### config.mk
export PLATFORM = sky130hd
export DESIGN_NAME = column_serializer
export DESIGN_NICKNAME = d
export VERILOG_FILES = /design/src/rtl/column_pkg.sv /design/src/rtl/col_index_ctr.sv /design/src/rtl/column_serializer.sv
export SDC_FILE = /design/constraint.sdc
export NUM_CORES = 1
export LEC_CHECK = 0
export CAP_MARGIN = 20
export CORE_MARGIN = 5
export CORE_UTILIZATION = 39
export DETAILED_ROUTE_END_ITERATION = 12
export MAX_ROUTING_LAYER = met4
export PLACE_DENSITY_LB_ADDON = 0.05
export SLEW_MARGIN = 20
export SYNTH_ARGS = -nofsm -noshare
export SYNTH_HDL_FRONTEND = slang
export SYNTH_SLANG_ARGS = --single-unit
### constraint.sdc
create_clock -name clk -period 1.8 [get_ports clk]
set_input_delay 0.36 -clock clk [delete_from_list [all_inputs] [get_ports clk]]
set_output_delay 0.36 -clock clk [all_outputs]
set_load 0.005 [all_outputs]
### src/rtl/column_pkg.sv
// Shared types and constants for the column serializer: column count, index width, FSM states.
package column_pkg;

    localparam int NCOLS = 4;
    localparam int COL_W = 2;

    typedef enum logic {
        IDLE  = 1'b0,
        SHIFT = 1'b1
    } state_e;

endpackage

### src/rtl/col_index_ctr.sv
// Wrapping column index counter with enable and synchronous clear; clear has priority.
module col_index_ctr
    import column_pkg::*;
(
    input  logic             clk,
    input  logic             reset,
    input  logic             clr_i,
    input  logic             en_i,
    output logic [COL_W-1:0] col_o
);

    logic [COL_W-1:0] col_q;
    logic [COL_W-1:0] col_d;

    // NOTE: every variable written here gets a default first, so no path leaves it unassigned and no latch is inferred.
    always_comb begin
        col_d = col_q;
        if (clr_i) begin
            col_d = '0;
        end else if (en_i) begin
            col_d = col_q + 1'b1;
        end
    end

    // NOTE: sequential state uses non-blocking assignment so every register samples pre-edge values.
    always_ff @(posedge clk) begin
        if (reset) begin
            col_q <= '0;
        end else begin
            col_q <= col_d;
        end
    end

    assign col_o = col_q;

endmodule

### src/rtl/column_serializer.sv
// Serializes a packed 4-column row into elements, column 0 first, over a valid/ready stream.
// Define COLUMN_SERIALIZER_SKID_EN to add a one-row holding buffer for 4-cycle-per-row throughput.
module column_serializer
    import column_pkg::*;
#(
    parameter int ELEM_W = 8
) (
    input  logic                    clk,
    input  logic                    reset,
    input  logic                    in_valid,
    output logic                    in_ready,
    input  logic [NCOLS*ELEM_W-1:0] in_row,
    output logic                    out_valid,
    input  logic                    out_ready,
    output logic [ELEM_W-1:0]       out_data,
    output logic [COL_W-1:0]        out_col,
    output logic                    out_last
);

    state_e                  state_q;
    logic [NCOLS*ELEM_W-1:0] row_q;
    logic [COL_W-1:0]        col;
    logic                    accept;
    logic                    xfer;
    logic                    last_xfer;
    logic                    col_clr;

`ifdef COLUMN_SERIALIZER_SKID_EN
    logic [NCOLS*ELEM_W-1:0] buf_q;
    logic                    buf_full_q;

    assign in_ready = !reset && !buf_full_q;
`else
    assign in_ready = !reset && (state_q == IDLE);
`endif

    assign accept    = in_valid && in_ready;
    assign xfer      = out_valid && out_ready;
    assign last_xfer = xfer && out_last;
    assign col_clr   = accept && (state_q == IDLE);

    col_index_ctr u_col_index_ctr (
        .clk   (clk),
        .reset (reset),
        .clr_i (col_clr),
        .en_i  (xfer),
        .col_o (col)
    );

    // The index wraps to 0 on every column-3 transfer, so it already reads 0 whenever IDLE.
    assign out_valid = (state_q == SHIFT);
    assign out_col   = col;
    assign out_last  = out_valid && (col == COL_W'(NCOLS - 1));
    assign out_data  = out_valid ? row_q[int'(col)*ELEM_W +: ELEM_W] : '0;

    // NOTE: row payload registers are not reset; out_data is masked while IDLE so stale contents never escape.
    always_ff @(posedge clk) begin
        if (reset) begin
            state_q <= IDLE;
`ifdef COLUMN_SERIALIZER_SKID_EN
            buf_full_q <= 1'b0;
`endif
        end else begin
            unique case (state_q)
                IDLE: begin
                    if (accept) begin
                        row_q   <= in_row;
                        state_q <= SHIFT;
                    end
                end
                SHIFT: begin
`ifdef COLUMN_SERIALIZER_SKID_EN
                    if (last_xfer) begin
                        if (buf_full_q) begin
                            row_q      <= buf_q;
                            buf_full_q <= 1'b0;
                        end else if (accept) begin
                            row_q <= in_row;
                        end else begin
                            state_q <= IDLE;
                        end
                    end else if (accept) begin
                        buf_q      <= in_row;
                        buf_full_q <= 1'b1;
                    end
`else
                    if (last_xfer) begin
                        state_q <= IDLE;
                    end
`endif
                end
                default: state_q <= IDLE;
            endcase
        end
    end

endmodule

Word level (Yosys, flattened, before mapping)
Cells that the tools add are included.
- $add $sub $neg: 1
- equal/unequal tests: 1
- shift operators: 1
- muxes and demuxes: 4
- bitwise gates (word level): 2
- reductions and logical operators: 9
- operators with widths (operator ; count):
    $shiftx A32 B6 Y8 ; 1
    $mux W8 ; 1
    $logic_and A1 B1 Y1 ; 6
    $reduce_and A3 Y1 ; 1
    $add A2 B1 Y2 const B ; 1
    $eq A2 B2 Y1 const B ; 1
    $mux W1 ; 2
    $not A1 Y1 ; 2
    $pmux W1 S2 ; 1
    $reduce_or A2 Y1 ; 1
    $logic_not A1 Y1 ; 1
- register bits: 35
- input bits: 36
- output and inout port bits: 13
- word-level logic and storage cells: 21

Logic depth before layout (Yosys ltp)
- word-level depth: 5
- gate-level depth with buffers: 4

Cells and area by module
From an unflattened synthesis, not the netlist that was laid out.
- cells, all modules: 77
- area, all modules: 1363.8 µm²
- modules (own cells, without submodules) (module ; times used ; cells an instance ; area an instance (µm²) ; sequential area each (µm²)):
    column_serializer ; 1 ; 69 ; 1278.7 ; 980.9
    col_index_ctr ; 1 ; 8 ; 85.1 ; 40.0

Worst setup path before layout
Ideal clock, no wire load.
- kind: flip-flop to flip-flop
- start point: reg state_q, in the netlist out_valid
- end point: reg row_q[0] (enable)
- data arrival time: 1.414 ns
- required time: 1.408 ns
- path slack: -0.006 ns
- cell stages (with the launch flop): 4
- clock period less this slack: 1.806 ns
- cells stage by stage: dfxtp_1 > buf_6 > nor2_1 > and2_1
- word-level cells in the longest chain between the ends: 4
- RTL lines (item ; line ; source):
    start, declared ; column_serializer.sv:20 ; state_e state_q;
    start signal, assigned ; column_serializer.sv:59 ; state_q <= IDLE;
    start signal, assigned ; column_serializer.sv:68 ; state_q <= SHIFT;
    start signal, assigned ; column_serializer.sv:88 ; state_q <= IDLE;
    $not A1 Y1 (no source line) ; -- ;
    $logic_and A1 B1 Y1 ; column_serializer.sv:34 ; assign in_ready = !reset && (state_q == IDLE);
    via in_ready ; column_serializer.sv:11 ; output logic in_ready,
    $logic_and A1 B1 Y1 ; column_serializer.sv:37 ; assign accept = in_valid && in_ready;
    $reduce_and A3 Y1 (no source line) ; -- ;
    end signal, assigned ; column_serializer.sv:67 ; row_q <= in_row;
    end, declared ; column_serializer.sv:21 ; logic [NCOLS*ELEM_W-1:0] row_q;
The timed path passes the listed nets, and every way through them passes these cells.
A chain may end at the register's enable or synchronous reset.

Final worst setup path
- start point: reg u_col_index_ctr.col_q[0], in the netlist u_col_index_ctr.col_o[0]
- end point: out out_data[4]
- word-level cells in the longest chain between the ends: 2
- RTL lines (item ; line ; source):
    start, declared ; col_index_ctr.sv:12 ; logic [COL_W-1:0] col_q;
    start signal, assigned ; col_index_ctr.sv:30 ; col_q <= col_d;
    $shiftx A32 B6 Y8 ; column_serializer.sv:54 ; assign out_data = out_valid ? row_q[int'(col)*ELEM_W +: ELEM_W] : '0;
    $mux W8 ; column_serializer.sv:54 ;
    end, declared ; column_serializer.sv:15 ; output logic [ELEM_W-1:0] out_data,
No other way between the ends.

==> impl_metrics.tcl <==
set metrics [dict create \
    final_nets 179 \
    fin_skew_ns 0.00302 \
    grtUsageMet1_pct 15.6 \
    path_buf_inv 4 \
    htreeDepth 2 \
    fin_crit_sh_pct 100 \
    grt_pass1_vias 951 \
    p_per_area_nw_per_um2 802 \
    start_util_pct 41.0 \
    multiInputGateArea_um2 352 \
    worstPathRequired_ns 1.44 \
    violations "setup timing" \
    die_h_um 69.7 \
    vdd_drop_max_v 0.000491 \
    io_buffers 48 \
    grt_usage_pct 12.8 \
    critPathTopFamily "buffers and inverters" \
    cts_sinks 35 \
    clkSlewWorstSetupHoldPaths_ns 0.11 \
    hold_class "input port to flip-flop" \
    grt_max_degree 33 \
    cts-hold-fix-buffers 0 \
    cts_tree "built" \
    area.growth.synth_to_final_pct 51.4 \
    antenna_found_initial 0 \
    use_met3_pct 3.91 \
    drtAntennaViolNets 0 \
    synth-seq-cells 35 \
    critical_path_class "flip-flop to output pin" \
    gp_congestion 0.719 \
    clk_latency_ns 0.32 \
    vias 877 \
    gr-usage-met2_pct 19.6 \
    slowest_delay_ns 0.34 \
    setup_violations 1 \
    dp_cells 174 \
    syn_avg_cell_area_um2 17.6 \
    hold_viol 0 \
    post-route-worst-setup-slack_ns -0.00736 \
    pre_cts_slack_ns -0.0292 \
    drt-pass1-iter-count 4 \
    antenna_cells 0 \
    wire_per_inst_um 15.2 \
    num_io_pins 49 \
    clockBufferDepth 2 \
    overflow 0 \
    busiest_layer "met2" \
    fmax_mhz 553 \
    drc 0 \
    crit_arrival_ns 1.45 \
    cts_buffers 5 \
    die_area_um2 4850 \
    fill_cells 274 \
    path_max_fanout 5 \
    outcome "finished, violations left" \
    totalWireLength_mm 2.88 \
    tightest_slew_ns 0.230 \
    grt_pass1_wl_mm 4.53 \
    slowest_stage "dfxtp_2" \
    rows 21 \
    max_slew_margin_pct 84.6 \
    power_leakage_nw 0.741 \
    dr.first_iter.drc_count 54 \
    maxCapViolCount 0 \
    die_x_um 69.7 \
    synthDistinctLibCells 18 \
    core_area_um2 3390 \
    synth_area_um2 1390 \
    yosys_warnings 0 \
    period_needed_ns 1.81 \
    power_w 0.00169 \
    final_common_cell "clkdlybuf4s50_1" \
    seq_area_frac_synth_pct 73.5 \
    final_util_pct 62.1 \
    drive_gt1_share_pct 27.3 \
    stdcell_count 189 \
    register_area_um2 1020 \
    crit_path_start_kind "flip-flop" \
    rsz0062_at_grt "yes" \
    cts_root_buf "clkbuf_4" \
    worstSetupEndpointType "output pin" \
    syn-num-nets 116 \
    synth_cells 79 \
    path_cells "buf_6, buf_12, buf_6, mux2i_1, o22ai_1, buf_2" \
    slew_violations 0 \
    crit_path_frequent_cell "buf_6" \
    via_per_inst 4.64 \
    most-common-layout-cells "clkdlybuf4s50_1 (38), edfxtp_1 (32), mux2i_1 (15)" \
]
[metal layers]
| metal | vias up | share of wire, % | wire (µm) |
|---|---|---|---|
| met3 | 5 | 5.2 | 150 |
| met4 | 0 | 1.6 | 45 |
| li1 | 433 | - | - |
| met1 | 407 | 47 | 1360 |
| met2 | 32 | 46 | 1320 |
| met5 | - | 0 | 0 |
[cells in the mapped netlist]
| cell type | number | share of area, % |
|---|---|---|
| a311oi_1 | 1 | 0.63 |
| and2_1 | 1 | 0.45 |
| and2_2 | 1 | 0.54 |
| buf_1 | 1 | 0.27 |
| buf_6 | 2 | 1.6 |
| buf_8 | 1 | 1.1 |
| dfxtp_1 | 3 | 4.3 |
| edfxtp_1 | 32 | 69 |
| ha_1 | 1 | 0.90 |
| inv_1 | 1 | 0.27 |
| mux2_4 | 1 | 1.1 |
| mux2i_1 | 16 | 12 |
| nand2_1 | 2 | 0.54 |
| nand2b_1 | 3 | 1.4 |
| nor2_1 | 2 | 0.54 |
| o22ai_1 | 9 | 4.1 |
| o32ai_2 | 1 | 1.2 |
| or2_2 | 1 | 0.45 |
[final timing paths]
path / end / from / slack [ns] / cells after the start
setup / recovery: out_data[4] / u_col_index_ctr.col_o[0]$_SDFFE_PP0P_ / -0.007 / 6
hold / removal: row_q[6]$_DFFE_PP_ / in_row[6] / 0.58 / 1
setup reg to reg: row_q[13]$_DFFE_PP_ / out_valid$_SDFF_PP0_ / 0.43 / 4
hold reg to reg: u_col_index_ctr.col_o[0]$_SDFFE_PP0P_ / u_col_index_ctr.col_o[0]$_SDFFE_PP0P_ / 0.66 / 3
[power by group]
| part | leakage [nW] | internal [W] | switching (W) |
|---|---|---|---|
| clock | 0.0426 | 0.000286 | 0.000253 |
| sequential | 0.321 | 0.000923 | 0.0000100 |
| combinational | 0.377 | 0.000140 | 0.0000749 |
[layout make-up]
type,instances,area share [%]
timing repair buffer,60,28.1
multi-input combinational,39,16.7
inverter,1,0.178
clock buffer,5,1.78
sequential,35,48.7
tap,46,2.74
clock inverter,3,1.84
[flip-flops by register name, summed over array words and instances, names as in the netlist]
register / count
out_valid: 1
row_q: 32
u_col_index_ctr.col_o: 2
[worst register-to-register path: cells and delay by family, from the launching register on]
family / cells / cell delay, ns
DFF: 1 / 0.36
and+or+nand+nor: 2 / 0.34
buffers and inverters: 2 / 0.35
[timing repair]
item | CTS | global route
gates cloned | 2 | 0
pin swaps | 4 | 3
resized for setup | 50 | 3
setup endpoints to repair | 10 | 9
hold endpoints to repair | 0 | 0
buffers inserted | 6 | 0
[metrics by stage]
step | cell area (µm²) | TNS (ns) | hold WS [ns]
global placement | 1950 | 0 | 0.626
finish | 2100 | -0.00736 | 0.577
CTS | 2130 | -0.0482 | 0.565
floorplan | 1390 | 0 | 0.432
detailed placement | 1950 | -0.0292 | 0.630
global route | 2100 | -0.311 | 0.548
[logic make-up after synthesis]
family / Yosys count / share of synthesized area [%]
fa+ha+maj: 1 / 0.901
flops: 35 / 73.5
compound gates: 11 / 5.86
buf+inv: 5 / 3.24
mux: 17 / 12.6
simple gates: 10 / 3.88
(Power assumes the default switching activity.)
